[config.mk]
export PLATFORM = sky130hd
export DESIGN_NAME = vm_credit_ctrl
export DESIGN_NICKNAME = d
export VERILOG_FILES = /design/src/rtl/vending_machine_pkg.sv /design/src/rtl/vm_change_picker.sv /design/src/rtl/vm_credit_ctrl.sv
export SDC_FILE = /design/constraint.sdc
export NUM_CORES = 1
export LEC_CHECK = 0
export BUFFER_PORTS_ARGS = -buffer_cell sky130_fd_sc_hd__buf_4
export CORE_ASPECT_RATIO = 0.75
export CORE_MARGIN = 3
export CORE_UTILIZATION = 40
export CTS_CLUSTER_DIAMETER = 30
export DETAILED_ROUTE_END_ITERATION = 8
export GPL_TIMING_DRIVEN = 0
export SLEW_MARGIN = 20
export SYNTH_ARGS = -nofsm -noshare
export SYNTH_HDL_FRONTEND = slang
export SYNTH_SLANG_ARGS = --single-unit
[constraint.sdc]
create_clock -name clk -period 17.8 [get_ports clk]
set_input_delay 0.89 -clock clk [delete_from_list [all_inputs] [get_ports clk]]
set_output_delay 0.89 -clock clk [all_outputs]
set_load 0.02 [all_outputs]
[src/rtl/vending_machine_pkg.sv]
// Shared types and constants for the vending machine credit path.
package vending_machine_pkg;

    localparam int TOTAL_W_DEF = 16;
    localparam int N_COIN_DEF  = 3;
    localparam int N_ITEM_DEF  = 4;

    // Coin values ascending; COIN_VAL[0] is the smallest coin.
    localparam int unsigned COIN_VAL   [N_COIN_DEF] = '{100, 500, 1000};
    localparam int unsigned ITEM_PRICE [N_ITEM_DEF] = '{400, 500, 1000, 2000};

    typedef enum logic [1:0] {
        IDLE   = 2'd0,
        CREDIT = 2'd1,
        RETURN = 2'd2
    } vm_state_e;

endpackage

[src/rtl/vm_change_picker.sv]
// Greedy change selector: largest coin whose value fits in the total.
module vm_change_picker
    import vending_machine_pkg::*;
#(
    parameter int TOTAL_W = TOTAL_W_DEF,
    parameter int N_COIN  = N_COIN_DEF
) (
    input  logic [TOTAL_W-1:0] total_i,
    output logic [N_COIN-1:0]  coin_o,
    output logic [TOTAL_W-1:0] value_o
);

    localparam int SW = TOTAL_W + 1;

    // Coins are ascending, so the last one that fits is the largest.
    always_comb begin
        coin_o  = '0;
        value_o = '0;
        for (int i = 0; i < N_COIN; i++) begin
            if (SW'(COIN_VAL[i]) <= {1'b0, total_i}) begin
                coin_o  = N_COIN'(1) << i;
                value_o = TOTAL_W'(COIN_VAL[i]);
            end
        end
    end

endmodule

[src/rtl/vm_credit_ctrl.sv]
// Credit controller: coin accept, item dispense, change return with timeout.
module vm_credit_ctrl
    import vending_machine_pkg::*;
#(
    parameter int TOTAL_W = TOTAL_W_DEF,
    parameter int N_COIN  = N_COIN_DEF,
    parameter int N_ITEM  = N_ITEM_DEF,
    parameter int TIMEOUT = 100
) (
    input  logic               clk,
    input  logic               reset_n,
    input  logic [N_COIN-1:0]  i_coin,
    input  logic [N_ITEM-1:0]  i_select,
    input  logic               i_return,
    output logic [TOTAL_W-1:0] o_total,
    output logic [N_ITEM-1:0]  o_available,
    output logic [N_ITEM-1:0]  o_item,
    output logic [N_COIN-1:0]  o_coin_ret,
    output logic               o_coin_reject,
    output logic               o_busy
);

    localparam int SW    = TOTAL_W + 1;
    localparam int CNT_W = $clog2(TIMEOUT + 1);
    localparam logic [CNT_W-1:0] CNT_RELOAD = CNT_W'(TIMEOUT);
    localparam logic [SW-1:0]    MIN_COIN   = SW'(COIN_VAL[0]);

    vm_state_e          state_q, state_d;
    logic [TOTAL_W-1:0] total_q, total_d;
    logic [CNT_W-1:0]   cnt_q, cnt_d, cnt_dec;
    logic [N_ITEM-1:0]  item_q, item_d;
    logic [N_COIN-1:0]  coin_ret_q, coin_ret_d;
    logic               reject_q, reject_d;

    logic [N_COIN-1:0]  pick_coin;
    logic [TOTAL_W-1:0] pick_val;
    logic [SW-1:0]      coin_val, sel_price, base, sum, rem;
    logic               dispense, coin_ok;

    vm_change_picker #(.TOTAL_W(TOTAL_W), .N_COIN(N_COIN)) u_picker (
        .total_i (total_q),
        .coin_o  (pick_coin),
        .value_o (pick_val)
    );

    // Decode one-hot strobes into coin value and item price.
    always_comb begin
        coin_val  = '0;
        sel_price = '0;
        for (int i = 0; i < N_COIN; i++)
            if (i_coin[i]) coin_val = SW'(COIN_VAL[i]);
        for (int i = 0; i < N_ITEM; i++)
            if (i_select[i]) sel_price = SW'(ITEM_PRICE[i]);
    end

    // Select is judged on the pre-coin total; overflow on the combined result.
    always_comb begin
        dispense = (state_q == CREDIT) && (|i_select) && ({1'b0, total_q} >= sel_price);
        base     = {1'b0, total_q} - (dispense ? sel_price : '0);
        sum      = base + coin_val;
        coin_ok  = (|i_coin) && !sum[TOTAL_W];
        rem      = {1'b0, total_q} - {1'b0, pick_val};
        cnt_dec  = (cnt_q == '0) ? '0 : cnt_q - CNT_W'(1);
    end

    // Next-state, total, timeout counter and pulse outputs.
    always_comb begin
        state_d    = state_q;
        total_d    = total_q;
        cnt_d      = cnt_q;
        item_d     = '0;
        coin_ret_d = '0;
        reject_d   = 1'b0;
        case (state_q)
            RETURN: begin
                // One coin per cycle; anything left below the smallest coin stays.
                reject_d   = |i_coin;
                coin_ret_d = pick_coin;
                total_d    = rem[TOTAL_W-1:0];
                if (rem < MIN_COIN) state_d = IDLE;
            end
            default: begin
                if (state_q == CREDIT && i_return) begin
                    state_d = RETURN;
                end else begin
                    reject_d = (|i_coin) && sum[TOTAL_W];
                    item_d   = dispense ? i_select : '0;
                    total_d  = coin_ok ? sum[TOTAL_W-1:0] : base[TOTAL_W-1:0];
                    if (coin_ok || dispense)   cnt_d = CNT_RELOAD;
                    else if (state_q == CREDIT) cnt_d = cnt_dec;
                    if (state_q == IDLE) begin
                        if (coin_ok) state_d = CREDIT;
                    end else if (!coin_ok && !dispense && cnt_dec == '0 && total_d != '0) begin
                        state_d = RETURN;
                    end else if (total_d == '0) begin
                        state_d = IDLE;
                    end
                end
            end
        endcase
    end

    // State and output registers, synchronous active-low reset.
    always_ff @(posedge clk) begin
        if (!reset_n) begin
            state_q    <= IDLE;
            total_q    <= '0;
            cnt_q      <= CNT_RELOAD;
            item_q     <= '0;
            coin_ret_q <= '0;
            reject_q   <= 1'b0;
        end else begin
            state_q    <= state_d;
            total_q    <= total_d;
            cnt_q      <= cnt_d;
            item_q     <= item_d;
            coin_ret_q <= coin_ret_d;
            reject_q   <= reject_d;
        end
    end

    assign o_total       = total_q;
    assign o_item        = item_q;
    assign o_coin_ret    = coin_ret_q;
    assign o_coin_reject = reject_q;
    assign o_busy        = (state_q == RETURN);

    for (genvar k = 0; k < N_ITEM; k++) begin : g_avail
        assign o_available[k] = ({1'b0, total_q} >= SW'(ITEM_PRICE[k]));
    end

endmodule
==> impl_metrics.toml <==
[finish]
nNetsFinal = 569
final_cell_mix = "54 x nor2_1, 44 x nand2_1, 37 x buf_4"
final_common_cell = "nor2_1"
area_growth_pct = 14.7
fillCellCount = 870
postLayoutCellArea_um2 = 4210
diodes = 0
multi_input_area_um2 = 2890
drive_above_1_share = 0.132
fin_util = 0.484
area.sequential_um2 = 621

[grt]
grt_use_total = 0.227
grt_max_degree = 11
grt_pass1_wl_um = 18500
grt_overflow = 0
grt_pass1_vias = 3484
antenna_found_initial = 0

[placed_design]
placed_cell_area_um2 = 4080
port_buffers = 35
hpwl_um = 9070
gp_congestion = 0.913

[clocking]
cts_tree = "built"
clock_sinks = 31
cts_setup_buffers = 0
clkLatencyLatePin_ns = 0.28
cts-root-buf = "clkbuf_16"
cts_max_path_buffers = 2
cts_made_buffers = 5
cts_hold_buf = 0
clk_pin_slew_ns = 0.05
cts_resized = 0
htreeDepth = 2

[timing]
slew_viol_final = 0
finalSetupViolCount = 0
rsz0062_at_grt = "false"
hold_viol = 0
slew_headroom = 0.384
clock_skew_ns = 0.00851
finalSetupTns_ns = 0
fin_crit_ns = 6.88
worst-slew-pin-transition_ns = 0.917
max_freq_ghz = 0.145
period_share = 0.387
hold_ws_ns = 0.508

[worst_setup_path]
crit_fanout = 10
end_kind = "register"
cp.arrival_ns = 7.06
start_kind = "register"
worstSetupPathType = "register to register"
reg2reg_slack_ns = 10.92
cp.required_ns = 17.98

[die]
die_h_um = 89.0
die-area_um2 = 10400
coreArea_um2 = 8710
num_rows = 29
io_pins = 39
start_util = 0.422
die_w_um = 117

[routing]
wirelength_um = 11400
wl_per_cell_um = 18.1
drc = 0
vias = 3912
drtIter0Drc = 348
vias_per_cell = 6.20
drt-pass1-iter-count = 5
drtAntennaViolNets = 0

[hold_path]
hold_class = "register to register"

[logic_synthesis]
synth_enable_flop_cells = 0
muxShareOfSynthArea = 0.0235
yosysSeqAreaShare = 0.169
synthFlopType = "dfxtp_1"
yosysWarnings = 0
synth_xor_area_frac = 0.0644
synth-seq-cells = 31
postSynthCellCount = 479
synth_top_family_by_area = "compound AO/OA/AOI/OAI gates"
syn_avg_cell_area_um2 = 7.67
synth_compound_area_frac = 0.309
syn_area_um2 = 3670
yosys.area_share.simple = 0.254
ys_types = 74
synthArstFlopShare = 0
synth_fa_ha_area_frac = 0.132

[job]
drv_cap = 0

[outcome]
status = "finished clean"
==> state kept, by name, indices dropped and copies added, names as in the netlist <==
name           flops
o_item             4
cnt_q              7
o_coin_reject      1
o_coin_ret         3
o_total           14
state_q            2
==> path summary, 6_finish.rpt <==
path | from | end | cells past startpoint
hold reg to reg | cnt_q[4] | cnt_q[4] | 2
setup / recovery | o_total[11] | state_q[1] | 26
setup reg to reg | o_total[11] | state_q[1] | 26
hold / removal | cnt_q[4] | cnt_q[4] | 2
==> critical path, stage by stage (launching register included) <==
cell and delay [ns]:
dfxtp_1 0.32, or4_1 0.50, buf_2 0.20, nor2_1 0.45, a21bo_1 0.19, a21o_1 0.13, a211oi_1 0.07, o21ai_1 0.37
nand2b_1 0.10, clkbuf_1 0.27, or2_2 0.37, ha_1 0.36, a21o_1 0.22, a21oi_2 0.20, nand2_1 0.11, a21o_1 0.20
a21oi_1 0.17, xnor2_1 0.13, ha_1 0.37, a31o_1 0.22, o211ai_1 0.13, nor3_1 0.49, or3_1 0.21, buf_6 0.17
mux2i_1 0.30, o2111ai_1 0.23, a41o_1 0.28
==> cell families after synthesis <==
kind of cell,Yosys count
AOI/OAI and AO/OA,155
and+or+nand+nor,185
adders and majority gates,37
xor gates and xnor gates,27
other,1
DFF,31
muxes,8
buffers and inverters,35
==> layout make-up <==
type	instances	share of cell area
Multi-Input combinational cell	414	0.685
Sequential cell	31	0.147
Timing Repair Buffer	35	0.0624
Tap cell	108	0.0321
Clock buffer	7	0.0315
Buffer	19	0.0264
Inverter	16	0.0143
Clock inverter	1	0.00119
==> metrics by stage <==
step	worst slack [ns]	std cells
after global routing	10.54	631
after global placement	10.77	623
after detailed placement	10.76	623
after CTS	11.04	631
final	10.92	631
after floorplan	11.73	480
==> synth_stat cells (all sizes together) (3+ instances only) <==
| cell | count | area, um2 |
|---|---|---|
| o21ai | 29 | 149 |
| mux2 | 5 | 56.3 |
| o211ai | 8 | 70.1 |
| ha | 34 | 425 |
| inv | 16 | 60.1 |
| o22ai | 3 | 18.8 |
| xnor2 | 18 | 158 |
| nand2b | 8 | 50.1 |
| a21oi | 32 | 168 |
| fa | 3 | 60.1 |
| nor2 | 54 | 203 |
| or3 | 6 | 37.5 |
| nand2 | 44 | 165 |
| and3 | 8 | 50.1 |
| nor4 | 8 | 65.1 |
| nand4 | 3 | 18.8 |
| nand3b | 4 | 30.0 |
| nor3 | 18 | 101 |
| and2 | 7 | 43.8 |
| o211a | 5 | 50.1 |
| xor2 | 9 | 78.8 |
| a22oi | 4 | 30.0 |
| clkbuf | 11 | 41.3 |
| o221ai | 3 | 43.8 |
| buf | 8 | 70.1 |
| mux2i | 3 | 30.0 |
| a31oi | 7 | 58.8 |
| dfxtp | 31 | 621 |
| nand3 | 6 | 30.0 |
| o21a | 10 | 76.3 |
| o2111ai | 7 | 61.3 |
| or2 | 7 | 43.8 |
| nor2b | 3 | 18.8 |
| o31a | 4 | 35.0 |
| a21o | 9 | 67.6 |
| or4 | 4 | 30.0 |
| a211oi | 12 | 100 |
==> metal layers <==
metal / part of all wire / up-vias / wire length, um / global-route usage
met3: 0.067 / 11 / 769 / 0.0392
li1: - / 1890 / - / -
met1: 0.52 / 1868 / 5960 / 0.368
met2: 0.40 / 143 / 4590 / 0.312
met4: 0.0068 / 0 / 78 / 0.0323
met5: 0 / - / 0 / 0
Power is left out: the tool's default activity adds up to more than one toggle a clock period on the data nets, which glitch-free logic cannot reach.
